File: src/rtl/alu_pkg.sv
// Shared types and constants for the ALU result stage: condition codes,
// NZCV flag bit positions and register index width.
package alu_pkg;

    localparam int REG_ADDR_W = 4;

    localparam int FLAG_N = 3;
    localparam int FLAG_Z = 2;
    localparam int FLAG_C = 1;
    localparam int FLAG_V = 0;

    typedef enum logic [3:0] {
        EQ = 4'd0,
        NE = 4'd1,
        CS = 4'd2,
        CC = 4'd3,
        MI = 4'd4,
        PL = 4'd5,
        VS = 4'd6,
        VC = 4'd7,
        HI = 4'd8,
        LS = 4'd9,
        GE = 4'd10,
        LT = 4'd11,
        GT = 4'd12,
        LE = 4'd13,
        AL = 4'd14,
        NV = 4'd15
    } cond_e;

endpackage

File: src/rtl/alu_result_stage_cond_eval.sv
// Combinational condition-code evaluation against the committed NZCV flags.
module cond_eval
    import alu_pkg::*;
(
    input  logic [3:0] cond,
    input  logic [3:0] flags,
    output logic       pass
);

    logic n, z, c, v;

    assign n = flags[FLAG_N];
    assign z = flags[FLAG_Z];
    assign c = flags[FLAG_C];
    assign v = flags[FLAG_V];

    always_comb begin
        pass = 1'b0;
        case (cond_e'(cond))
            EQ:      pass = z;
            NE:      pass = !z;
            CS:      pass = c;
            CC:      pass = !c;
            MI:      pass = n;
            PL:      pass = !n;
            VS:      pass = v;
            VC:      pass = !v;
            HI:      pass = c && !z;
            LS:      pass = !c || z;
            GE:      pass = (n == v);
            LT:      pass = (n != v);
            GT:      pass = !z && (n == v);
            LE:      pass = z || (n != v);
            AL:      pass = 1'b1;
            NV:      pass = 1'b0;
            default: pass = 1'b0;
        endcase
    end

endmodule

File: src/rtl/alu_result_stage.sv
// ALU result stage: NZCV flag register, condition squash and a small result FIFO
// toward writeback. Optional squash counter enabled by ALU_RESULT_SQUASH_CNT_EN.
module alu_result_stage
    import alu_pkg::*;
#(
    parameter int DEPTH  = 2,
    parameter int DATA_W = 32
) (
    input  logic                  clk_i,
    input  logic                  rst_ni,
    input  logic                  in_valid_i,
    output logic                  in_ready_o,
    input  logic [DATA_W-1:0]     result_i,
    input  logic [3:0]            status_i,
    input  logic                  set_status_i,
    input  logic [3:0]            cond_i,
    input  logic [REG_ADDR_W-1:0] rd_i,
    input  logic                  wb_en_i,
    output logic                  out_valid_o,
    input  logic                  out_ready_i,
    output logic [DATA_W-1:0]     out_data_o,
    output logic [REG_ADDR_W-1:0] out_rd_o,
    output logic                  out_wb_en_o,
    output logic [3:0]            flags_o,
    output logic [15:0]           squash_cnt_o
);

    localparam int PTR_W = $clog2(DEPTH);
    localparam int CNT_W = $clog2(DEPTH + 1);
    localparam logic [CNT_W-1:0] FULL_CNT = CNT_W'(DEPTH);

    logic [DATA_W-1:0]     data_mem [DEPTH];
    logic [REG_ADDR_W-1:0] rd_mem   [DEPTH];
    logic                  wb_mem   [DEPTH];

    logic [PTR_W-1:0] wr_ptr, rd_ptr;
    logic [CNT_W-1:0] count;
    logic [3:0]       flags_q;

    logic pass, accept, push, pop;

    cond_eval u_cond_eval (
        .cond  (cond_i),
        .flags (flags_q),
        .pass  (pass)
    );

    assign in_ready_o  = (count != FULL_CNT);
    assign out_valid_o = (count != '0);
    assign accept      = in_valid_i && in_ready_o;
    assign push        = accept && pass;
    assign pop         = out_valid_o && out_ready_i;

    // Pointers are PTR_W wide and DEPTH is a power of two, so they wrap naturally.
    always_ff @(posedge clk_i or negedge rst_ni) begin
        if (!rst_ni) begin
            wr_ptr  <= '0;
            rd_ptr  <= '0;
            count   <= '0;
            flags_q <= '0;
            for (int i = 0; i < DEPTH; i++) begin
                data_mem[i] <= '0;
                rd_mem[i]   <= '0;
                wb_mem[i]   <= 1'b0;
            end
        end else begin
            if (push) begin
                data_mem[wr_ptr] <= result_i;
                rd_mem[wr_ptr]   <= rd_i;
                wb_mem[wr_ptr]   <= wb_en_i;
                wr_ptr           <= wr_ptr + PTR_W'(1);
                if (set_status_i) begin
                    flags_q <= status_i;
                end
            end
            if (pop) begin
                rd_ptr <= rd_ptr + PTR_W'(1);
            end
            case ({push, pop})
                2'b10:   count <= count + CNT_W'(1);
                2'b01:   count <= count - CNT_W'(1);
                default: count <= count;
            endcase
        end
    end

    // Empty FIFO presents zeros rather than stale entries.
    assign out_data_o  = out_valid_o ? data_mem[rd_ptr] : '0;
    assign out_rd_o    = out_valid_o ? rd_mem[rd_ptr]   : '0;
    assign out_wb_en_o = out_valid_o ? wb_mem[rd_ptr]   : 1'b0;
    assign flags_o     = flags_q;

`ifdef ALU_RESULT_SQUASH_CNT_EN
    logic [15:0] squash_q;

    always_ff @(posedge clk_i or negedge rst_ni) begin
        if (!rst_ni) begin
            squash_q <= '0;
        end else if (accept && !pass && (squash_q != 16'hFFFF)) begin
            squash_q <= squash_q + 16'd1;
        end
    end

    assign squash_cnt_o = squash_q;
`else
    assign squash_cnt_o = '0;
`endif

endmodule
File: config.mk
export PLATFORM = sky130hd
export DESIGN_NAME = alu_result_stage
export DESIGN_NICKNAME = d
export VERILOG_FILES = /design/src/rtl/alu_pkg.sv /design/src/rtl/alu_result_stage_cond_eval.sv /design/src/rtl/alu_result_stage.sv
export SDC_FILE = /design/constraint.sdc
export NUM_CORES = 1
export LEC_CHECK = 0
export ABC_AREA = 1
export CORE_AREA = 3 3 107 109
export DETAILED_ROUTE_END_ITERATION = 10
export DIE_AREA = 0 0 110 112
export DONT_BUFFER_PORTS = 1
export GPL_ROUTABILITY_DRIVEN = 0
export PLACE_DENSITY_LB_ADDON = 0.15
export SETUP_SLACK_MARGIN = 0.4
export SYNTH_ARGS = -nofsm -noshare
export SYNTH_HDL_FRONTEND = slang
export SYNTH_SLANG_ARGS = --single-unit
File: constraint.sdc
create_clock -name clk_i -period 5.8 [get_ports clk_i]
set_input_delay 1.16 -clock clk_i [delete_from_list [all_inputs] [get_ports clk_i]]
set_output_delay 1.16 -clock clk_i [all_outputs]
set_load 0.1 [all_outputs]
-- Word level (Yosys, flattened, before mapping)
Cells that the tools add are included.
- order comparisons: 3
- add/subtract/negate cells: 4
- reduce and logical (&&, ||, !) cells: 16
- eq/ne operators: 20
- muxes and demuxes: 23
- bitwise logic cells: 2
- operators with widths (cell ; count):
    two-way mux 32 bit ; 5
    bitwise mux 64 bit ; 1
    demux 32 bit (select 1 bit) ; 1
    equality test 4 bit (second input constant) ; 8
    two-way mux 4 bit ; 5
    equality test 4 x 3 -> 1 bit (second input constant) ; 4
    one-hot mux 1 bit (16 select lines) ; 1
    bitwise mux 8 bit ; 1
    equality test 4 x 2 -> 1 bit (second input constant) ; 2
    logical AND 1 bit ; 6
    two-way mux 1 bit ; 5
    demux 4 bit (select 1 bit) ; 1
    equality test 4 x 1 -> 1 bit (second input constant) ; 1
    >= comparator 2 bit (second input constant) ; 2
    logical NOT 1 bit ; 4
    logical NOT 4 bit ; 1
    NOT 1 -> 2 bit ; 2
    one-hot mux 2 bit (2 select lines) ; 1
    nonzero test 2 bit ; 2
    adder 1 bit (second input constant) ; 2
    adder 2 x 1 -> 2 bit (second input constant) ; 1
    bitwise mux 2 bit ; 1
    equality test 2 x 1 -> 1 bit (second input constant) ; 1
    equality test 2 bit (second input constant) ; 1
    8 further kinds ; 9
- output and inout port bits: 59
- register bits: 82
- logic and storage cells: 78

-- Depth between registers and ports, before layout
- word-level depth: 6
- mapped depth: 15
- mapped depth without buffers: 14

-- By module
Synthesis repeated with hierarchy kept, for this count alone.
- cell total of the unflattened synthesis: 563
- area total of the unflattened synthesis: 4296.6 sq um
- by module, submodules not included (module ; area each (sq um) ; cells an instance ; instances):
    alu_result_stage ; 4091.4 ; 518 ; 1
    cond_eval ; 205.2 ; 45 ; 1

-- Worst setup path after synthesis
OpenSTA, ideal clock, no wires.
- path kind: reg-to-output
- start: reg rd_ptr
- end: out out_data_o[11]
- cell stages (with the launch flop): 5
- path buffers: 2
- data arrival time: 2.478 ns
- path slack: 2.162 ns
- cells stage by stage: dfrtp_1 clkbuf_1 buf_1 nand2_1 a21oi_1
- word-level cells in the longest chain between the ends: 5
- RTL lines (element ; line ; source):
    start: declaration ; alu_result_stage.sv:36 ; logic [PTR_W-1:0] wr_ptr, rd_ptr;
    start signal: assignment ; alu_result_stage.sv:77 ; rd_ptr <= rd_ptr + PTR_W'(1);
    NOT 1 -> 2 bit (implied by the code) ; alu_result_stage.sv:88 ; assign out_data_o = out_valid_o ? data_mem[rd_ptr] : '0;
    two-way mux 32 bit (implied by the code) (3 in series) ; alu_result_stage.sv:88 ;
    two-way mux 32 bit ; alu_result_stage.sv:88 ;
    end: declaration ; alu_result_stage.sv:21 ; output logic [DATA_W-1:0] out_data_o,
Every way passes these cells. The select of a mux whose other input is x is not followed.

-- Final worst setup path
- start: reg rd_ptr
- end: out out_data_o[5]
Same word-level chain as after synthesis.

==> results_dict.tcl <==
set metrics [dict create \
    status "complete, no violations" \
    rsz0062_at_grt "no" \
    grt_start_max_net_pins 83 \
    firstDrtPassIters 6 \
    hold_viol_final 0 \
    required_ns 4.64 \
    hp-class "flop to flop" \
    synth.avg_cell_area_um2 7.66 \
    avgViaCountPerCell 5.26 \
    post_cts_buffers 0 \
    regArea_um2 2050 \
    fin_crit_ns 3.86 \
    clock.fmax_mhz 259 \
    cts.sink_count 82 \
    grt_overflow 0 \
    path_clk_slew_ns 0.08 \
    drv_cap 0 \
    die_h_um 112 \
    ys_ff_latch 82 \
    core_um2 10700 \
    report.final.slew_viol_count 0 \
    drive_above_1_share_pct 15.5 \
    postRouteWirelength_um 11200 \
    start_util_pct 39.6 \
    grt_antenna_before_repair 0 \
    io_pins 109 \
    fin_tns_setup_ns 0 \
    dr.first_iter.drc_count 259 \
    ys_types 26 \
    critPathKind "flop to primary output" \
    syn_to_final_growth_pct 10.4 \
    port_buffers 0 \
    period_share_pct 66.6 \
    fin_nets 594 \
    slew_headroom_pct 18.5 \
    clockBufferDepth 2 \
    synth-seq-area-share_pct 48.4 \
    die_x_um 110 \
    synth_area_um2 4240 \
    cts_tree "built" \
    drc 0 \
    cp.arrival_ns 2.70 \
    holdBufCountCts 0 \
    diodes 0 \
    wl_per_cell_um 16.2 \
    grtUsageTotal_pct 18.8 \
    grt_pass1_wl_um 18200 \
    setup_viol 0 \
    clk_latency_ns 0.36 \
    crit_path_end_kind "primary output" \
    die-area_um2 12300 \
    cts_buffers 9 \
    yosysWarnings 0 \
    worst_setup_path_start_kind "flop" \
    grt_pass1_vias 3509 \
    n_fill_cell 1104 \
    post_cts_resized 0 \
    multi_input_area_um2 2030 \
    synth_cells 553 \
    dp_hpwl_um 6720 \
    crit_fanout 39 \
    vias 3618 \
    skew_ns 0.0142 \
    rows 38 \
    cts_root_buffer "clkbuf_8" \
    htreeDepth 3 \
    antenna_left 0 \
    max_slew.worst_pin.slew_ns 1.22 \
    whs_ns 0.475 \
]
cell type report:
class / count / share of cell area [%]
Clock buffer: 11 / 3.24
Clock inverter: 5 / 1.34
Inverter: 12 / 0.963
Multi-Input combinational cell: 416 / 43.3
Sequential cell: 82 / 43.9
Tap cell: 140 / 3.75
Timing Repair Buffer: 22 / 3.53
final timing paths:
check                                endpoint  cells after the start    startpoint  slack, ns
worst max-delay path            out_data_o[5]                      4        rd_ptr       1.94
worst min-delay path             data_mem[15]                      2  data_mem[15]       0.47
worst max register to register      rd_mem[5]                     10    flags_o[3]       2.15
worst min register to register   data_mem[15]                      2  data_mem[15]       0.47
max in group asynchronous        data_mem[63]                      0        rst_ni       5.18
min in group asynchronous           rd_mem[1]                      0        rst_ni       0.50
cell usage in the layout, fill, tap and decap left out, types with 2 or more instances in the layout:
master,n
inv_1,7
xnor2_1,2
dfrtp_1,82
clkbuf_8,11
nand4_1,78
clkinvlp_4,2
nand2_1,256
a21oi_1,2
o21ai_0,2
buf_4,22
nand3_1,7
inv_2,5
clkinv_4,2
conb_1,16
a21oi_2,37
nor2_1,5
cells in the mapped netlist, drive strengths merged:
cell type | instances | area share (%)
nand4 | 78 | 12
a21oi | 39 | 4.6
dfrtp | 82 | 48
xnor2 | 2 | 0.41
clkbuf | 22 | 1.9
nand3 | 9 | 1.5
inv | 12 | 1.1
ha | 1 | 0.30
nor2 | 7 | 0.68
or2 | 1 | 0.15
buf | 36 | 5.6
nor3 | 1 | 0.12
o21ai | 3 | 0.35
o21a | 1 | 0.18
conb | 1 | 0.088
nand2 | 257 | 23
xor2 | 1 | 0.21
sequential cells by signal, summed over array words and instances, names as in the netlist:
signal and count:
rd_mem 8, wr_ptr 1, flags_o 4, data_mem 64, rd_ptr 1, count 2, wb_mem 2
cell families (layout without fill, tap and decap cells):
| family | after synthesis | after routing | share of synthesized area [%] |
|---|---|---|---|
| compound gates | 43 | 43 | 5.14 |
| xor+xnor | 3 | 3 | 0.620 |
| other cells | 1 | 16 | 0.0885 |
| simple gates | 353 | 353 | 36.9 |
| fa+ha+maj | 1 | 1 | 0.295 |
| buf+inv | 70 | 50 | 8.56 |
| flops | 82 | 82 | 48.4 |
per-stage QoR:
stage	util [%]	setup slack, ns	cells	instance area [um^2]
2_1_floorplan	-	2.16	568	4290
3_3_place_gp	41.7	2.13	672	4460
3_5_place_dp	41.7	2.06	672	4460
4_1_cts	43.7	1.88	688	4680
5_1_grt	43.7	1.74	688	4680
6_report	43.7	1.94	688	4680
layer usage:
metal | up-vias | track usage, % | share of wire [%]
met1 | 1726 | 25.6 | 44
met5 | - | 0 | 0
met3 | 9 | 7.07 | 7.9
met4 | 0 | 3.66 | 0.87
li1 | 1776 | - | -
met2 | 107 | 28.7 | 47
critical path, cell delays in order (launching register included):
cell     delay (ns)
dfrtp_1        0.36
buf_4          0.28
inv_2          0.56
nand2_1        0.17
a21oi_2        0.96
Power is not shown: default switching activity piles up to over one toggle a cycle in this logic, so the estimate is an artifact.
